## src/rtl/fft_pkg.sv

```systemverilog
// fft_pkg: shared constants, complex sample type and bit-reversal helper for the FFT front end.
package fft_pkg;
  localparam int DW = 16;
  localparam int N = 16;
  localparam int LOG2N = 4;
  typedef struct packed {
    logic signed [DW-1:0] re;
    logic signed [DW-1:0] im;
  } cplx_t;
  function automatic logic [LOG2N-1:0] bitrev4(input logic [LOG2N-1:0] i);
    return {i[0], i[1], i[2], i[3]};
  endfunction
endpackage

```

## src/rtl/fft_frame_bank.sv

```systemverilog
// fft_frame_bank: 16-entry complex register bank with per-slot write enables and a bulk load port.
module fft_frame_bank
  import fft_pkg::*;
(
  input  logic             clk,
  input  logic             rst_n,
  input  logic [N-1:0]     we,
  input  cplx_t            wdata,
  input  logic             load,
  input  cplx_t [N-1:0]    ldata,
  output cplx_t [N-1:0]    q
);
  always_ff @(posedge clk)
    if (!rst_n) q <= '0;
    else if (load) q <= ldata;
    else for (int i = 0; i < N; i++) if (we[i]) q[i] <= wdata;
endmodule

```

## src/rtl/fft_input_loader.sv

```systemverilog
// fft_input_loader: double-buffered serial-to-parallel loader for the 16-point FFT.
// FFT_IN_BITREV_EN selects bit-reversed slot placement; otherwise samples land in natural order.
module fft_input_loader
  import fft_pkg::*;
(
  input  logic            clk,
  input  logic            rst_n,
  input  logic            in_valid,
  output logic            in_ready,
  input  logic [DW-1:0]   in_real,
  input  logic [DW-1:0]   in_im,
  output logic            frame_valid,
  input  logic            frame_ready,
  output logic [N*DW-1:0] frame_real,
  output logic [N*DW-1:0] frame_im
);
  logic [LOG2N-1:0] cnt, slot;
  logic fill_full, hold_full, accept, xfer;
  logic [N-1:0] we;
  cplx_t sample;
  cplx_t [N-1:0] fill_q, hold_q;
  assign in_ready = !fill_full;
  assign frame_valid = hold_full;
  assign accept = in_valid && in_ready;
  // hold may be refilled on the same edge downstream takes it, so back-to-back frames have no bubble
  assign xfer = fill_full && (!hold_full || frame_ready);
`ifdef FFT_IN_BITREV_EN
  assign slot = bitrev4(cnt);
`else
  assign slot = cnt;
`endif
  assign we = accept ? N'(1) << slot : '0;
  assign sample = {in_real, in_im};
  always_ff @(posedge clk)
    if (!rst_n) begin
      cnt <= '0;
      fill_full <= 1'b0;
      hold_full <= 1'b0;
    end else begin
      if (accept) cnt <= cnt + 1'b1;
      fill_full <= (accept && cnt == LOG2N'(N - 1)) ? 1'b1 : xfer ? 1'b0 : fill_full;
      hold_full <= xfer ? 1'b1 : frame_ready ? 1'b0 : hold_full;
    end
  fft_frame_bank u_fill (
    .clk(clk), .rst_n(rst_n), .we(we), .wdata(sample),
    .load(1'b0), .ldata('0), .q(fill_q)
  );
  fft_frame_bank u_hold (
    .clk(clk), .rst_n(rst_n), .we('0), .wdata('0),
    .load(xfer), .ldata(fill_q), .q(hold_q)
  );
  for (genvar k = 0; k < N; k++) begin : g_out
    assign frame_real[k*DW +: DW] = hold_q[k].re;
    assign frame_im[k*DW +: DW] = hold_q[k].im;
  end
endmodule

```

## config.mk

```make
export PLATFORM = sky130hd
export DESIGN_NAME = fft_input_loader
export DESIGN_NICKNAME = d
export VERILOG_FILES = /design/src/rtl/fft_pkg.sv /design/src/rtl/fft_frame_bank.sv /design/src/rtl/fft_input_loader.sv
export SDC_FILE = /design/constraint.sdc
export NUM_CORES = 2
export LEC_CHECK = 0
export CAP_MARGIN = 10
export CORE_MARGIN = 2
export CORE_UTILIZATION = 40
export DETAILED_ROUTE_END_ITERATION = 8
export SYNTH_ARGS = -nofsm -noshare
export SYNTH_HDL_FRONTEND = slang
export SYNTH_SLANG_ARGS = --single-unit
```

## constraint.sdc

```tcl
create_clock -name clk -period 2 [get_ports clk]
set_input_delay 0.4 -clock clk [delete_from_list [all_inputs] [get_ports clk]]
set_output_delay 0.4 -clock clk [all_outputs]
set_load 0.02 [all_outputs]
```

-- After elaboration in Yosys (flattened, before gate mapping)
Index checks and enable logic that the tools add are counted.
- add/sub/neg operators: 1
- eq/ne operators: 1
- shift-type cells: 1
- muxes and demuxes: 5
- reductions and logical operators: 8
- operators by type and width (kind ; number):
    16-bit two-way mux ; 1
    1-bit by 4-bit << shifter with 16-bit output (first input constant) ; 1
    4-bit by 1-bit adder with 4-bit output (second input constant) ; 1
    4-bit equality test (second input constant) ; 1
    1-bit two-way mux ; 4
    2-bit nonzero test ; 2
    1-bit logical AND ; 3
    1-bit zero test ; 2
    1-bit logical OR ; 1
- register bits: 1030
- input bits: 36
- output and inout port bits: 514
- word-level logic and storage cells: 83

-- Logic depth before layout (Yosys ltp)
- depth after elaboration: 5
- mapped depth: 7
- gate-level depth less buffers: 5

-- By module
From an unflattened synthesis, not the netlist that was laid out.
- cells, all modules: 4687
- area total of the unflattened synthesis: 53442.5 sq um
- modules (own cells, without submodules) (module ; instances ; cells an instance ; area an instance (sq um) ; sequential area each (sq um)):
    fft_frame_bank ; 2 ; 2315 ; 26479.1 ; 10249.8
    fft_input_loader ; 1 ; 57 ; 484.2 ; 120.1

-- Worst setup path after synthesis
OpenSTA, ideal clock, no wires.
- path type: flip-flop to flip-flop
- from: register cnt[0]
- to: register u_fill.q[100] in the netlist's numbering
- library setup time: 70 ps
- data arrival time: 1538 ps
- data required time: 1930 ps
- setup slack: 392 ps
- cell stages (with the launch flop): 8
- path buffers: 2
- clock period less this slack: 1608 ps
- cell sequence: dfxtp_1 -> ha_1 -> ha_1 -> nor4bb_1 -> clkbuf_1 -> buf_2 -> nand2_1 -> a21oi_1
- cells in the longest elaborated chain, start to end: 2
- ends and longest elaborated chain (element ; line ; text):
    start, declared ; fft_input_loader.sv:17 ; logic [LOG2N-1:0] cnt, slot;
    start signal, assigned ; fft_input_loader.sv:40 ; if (accept) cnt <= cnt + 1'b1;
    1-bit by 4-bit << shifter with 16-bit output ; fft_input_loader.sv:32 ; assign we = accept ? N'(1) << slot : '0;
    16-bit two-way mux ; fft_input_loader.sv:32 ;
    end signal, assigned ; fft_frame_bank.sv:15 ; else if (load) q <= ldata;
    end, declared ; fft_frame_bank.sv:11 ; output cplx_t [N-1:0] q
No other way between the ends.
A chain may end at the register's enable or synchronous reset.

-- Worst setup path in the final report
- from: register fill_full
- to: output port in_ready
- cells in the longest elaborated chain, start to end: 1
- ends and longest elaborated chain (element ; line ; text):
    start, declared ; fft_input_loader.sv:18 ; logic fill_full, hold_full, accept, xfer;
    start signal, assigned ; fft_input_loader.sv:41 ; fill_full <= (accept && cnt == LOG2N'(N - 1)) ? 1'b1 : xfer ? 1'b0 : fill_full;
    1-bit zero test ; fft_input_loader.sv:22 ; assign in_ready = !fill_full;
    end, declared ; fft_input_loader.sv:9 ; output logic in_ready,
No other way between the ends.

==> results.sh <==
export IMPL_place_hpwl_mm=88.0
export IMPL_via_per_inst=5.45
export IMPL_setup_viol=0
export IMPL_gp_congestion=0.829
export IMPL_rsz0062_at_grt="no"
export IMPL_die_h_um=310
export IMPL_cts_buffers=107
export IMPL_tns_ns=0
export IMPL_wl_per_cell_um=22.6
export IMPL_initial_core_util=0.403
export IMPL_muxShareOfSynthArea=0.103
export IMPL_async_flop_share=0
export IMPL_ys_top_cells_by_area="dfxtp_1 55%, mux2i_1 10%, a21oi_1 8.6%"
export IMPL_core_mm2=0.0930
export IMPL_finalHoldViolCount=0
export IMPL_netlist_area_mm2=0.0375
export IMPL_end_kind="output port"
export IMPL_synth_fp_nets=4290
export IMPL_cp_data_arrival_time_ns=1.54
export IMPL_ctsHoldBuffers=0
export IMPL_vias=32800
export IMPL_drcViolationCount=0
export IMPL_critPathLaunchType="flip-flop"
export IMPL_dr_pass1_iters=7
export IMPL_synth_top_flop_cell="dfxtp_1"
export IMPL_dieArea_mm2=0.0962
export IMPL_synth_simple_area_share=0.142
export IMPL_slew_viol_final=0
export IMPL_path_max_fanout=9
export IMPL_path_clk_slew_ns=0.06
export IMPL_cts_buffer_depth=3
export IMPL_cts_max_level=3
export IMPL_cts_tree="built"
export IMPL_fin_skew_ns=0.0321
export IMPL_synth_edf_count=0
export IMPL_leakage_nw=21.4
export IMPL_ys_types=28
export IMPL_cp_required_ns=1.60
export IMPL_maxCapViolations=0
export IMPL_die_x_um=310
export IMPL_clkLatencyLatePin_ns=0.70
export IMPL_layout_drive_gt1_share=0.0858
export IMPL_ys_warn_count=0
export IMPL_synthesis_instances=4248
export IMPL_wl_mm=136
export IMPL_portBuffers=549
export IMPL_postRouteAntennaNets=0
export IMPL_clockRootBuffer="clkbuf_16"
export IMPL_rows=112
export IMPL_grt_ovfl_total=0
export IMPL_crit_type="reg2out"
export IMPL_vdd_drop_max_mv=0.681
export IMPL_stdcell_count=6019
export IMPL_hold_class="in2reg"
export IMPL_synth_avg_cell_area_um2=8.82
export IMPL_synth_top_area_cell="dfxtp_1"
export IMPL_max_freq_mhz=515
export IMPL_synth_most_common_cell="dfxtp_1"
export IMPL_fin_crit_ns=1.94
export IMPL_tightest_slew_ns=0.660
export IMPL_grtUsageTotal=0.273
export IMPL_yosysSeqAreaShare=0.550
export IMPL_relSlewSlack=0.560
export IMPL_grt_pass1_vias=30900
export IMPL_grt_max_degree=148
export IMPL_ys_ff_latch=1030
export IMPL_antenna_found_initial=14
export IMPL_synth_xor_area_frac=0.000234
export IMPL_powerDensity_mw_per_mm2=874
export IMPL_synth_top_cell_area_share=0.550
export IMPL_synth_top_family_by_area="compound AO/OA/AOI/OAI gates"
export IMPL_period_share=0.970
export IMPL_final_nets=4712
export IMPL_status="complete, no violations"
export IMPL_first_iter_violations=3176
export IMPL_synth_fa_ha_area_frac=0.00200
export IMPL_dp_cells=5813
export IMPL_io_pins=550
export IMPL_final_area_mm2=0.0487
export IMPL_clock_sinks=1030
export IMPL_synth_compound_area_frac=0.154
export IMPL_grt_pass1_wl_mm=199
export IMPL_syn_to_final_growth_pct=29.9
export IMPL_place_area_mm2=0.0457
export IMPL_yosys_top_cells_count="1030 x dfxtp_1, 685 x nand2_1, 641 x a21oi_1, 512 x nand3_1, 512 x o21ai_0"
==> through the flow <==
stage / total power [mW] / hold WS [ns] / utilization / setup slack, ns
after floorplan: 21.9 / 0.437 / - / 0.392
after global placement: 22.8 / 0.442 / 0.491 / -0.0915
after detailed placement: 22.8 / 0.447 / 0.491 / -0.124
after CTS: 42.8 / 0.105 / 0.523 / 0.00308
after global routing: 43.8 / 0.127 / 0.523 / 0.0128
final: 42.5 / 0.140 / 0.523 / 0.0591
==> cells in the final DEF, fill, tap and decap left out, drive strengths merged, types with 4 or more instances in the layout <==
master            n
bufinv            7
clkbuf          161
inv               8
a21oi           641
buf             211
clkinv           23
nand2           685
ha                6
mux2i           386
nand3           512
diode             7
dfxtp          1030
o21ai           512
dlygate4sd2     513
clkinvlp          4
clkdlybuf4s50    34
nor2              4
==> worst max-delay path: stages (launching register included) <==
cell             delay (ns)
dfxtp_4                0.40
inv_8                  0.13
clkdlybuf4s15_1        0.32
==> flip-flops by register name, summed over array words and instances, names as in the netlist <==
name / count
u_hold.q: 512
fill_full: 1
frame_valid: 1
cnt: 4
u_fill.q: 512
==> routing by layer <==
metal,up-vias,part of all wire,track usage
met5,-,0.00043,0
li1,15500,-,-
met4,8,0.035,0.0984
met2,1125,0.47,0.438
met3,211,0.072,0.0552
met1,16000,0.43,0.363
==> layout make-up <==
cell class | instances | area (um^2)
clock inverter | 37 | 415
timing repair buffer | 760 | 7710
multi-input combinational | 2766 | 15100
antenna | 7 | 17.5
clock buffer | 160 | 3170
tap | 1254 | 1570
inverter | 5 | 33.8
sequential | 1030 | 20600
fill | 8985 | 44400
==> repair_timing <==
action,4_1_cts,5_1_grt
buffers inserted,0,1
gates resized for setup,515,0
setup endpoints to repair,514,1
gates cloned,0,1
pin swaps,0,1
==> report_power, final <==
group / internal, mW / switching [mW] / total, mW
clock: 11.8 / 8.37 / 20.2
sequential: 20.7 / 0.0818 / 20.7
combinational: 0.516 / 1.08 / 1.60
==> path summary, 6_finish.rpt <==
path	slack, ns	from	to	depth (start not counted)
max	0.06	fill_full	in_ready	2
min	0.14	rst_n	u_fill.q[57]	3
max reg2reg	0.19	cnt[0]	u_fill.q[480]	6
min reg2reg	0.45	u_fill.q[379]	u_fill.q[379]	2
==> cell families (layout without fill, tap and decap cells) <==
| group | count (synthesis) | in the layout |
|---|---|---|
| AND/OR/NAND/NOR | 1218 | 1218 |
| AO/OA/AOI/OAI | 1155 | 1155 |
| flip-flops | 1030 | 1030 |
| buffers and inverters | 452 | 962 |
| multiplexers | 386 | 386 |
| adder cells (fa/ha/maj) | 6 | 6 |
| XOR/XNOR | 1 | 1 |
| other | 0 | 7 |
Power figures use the tool's default switching activity.
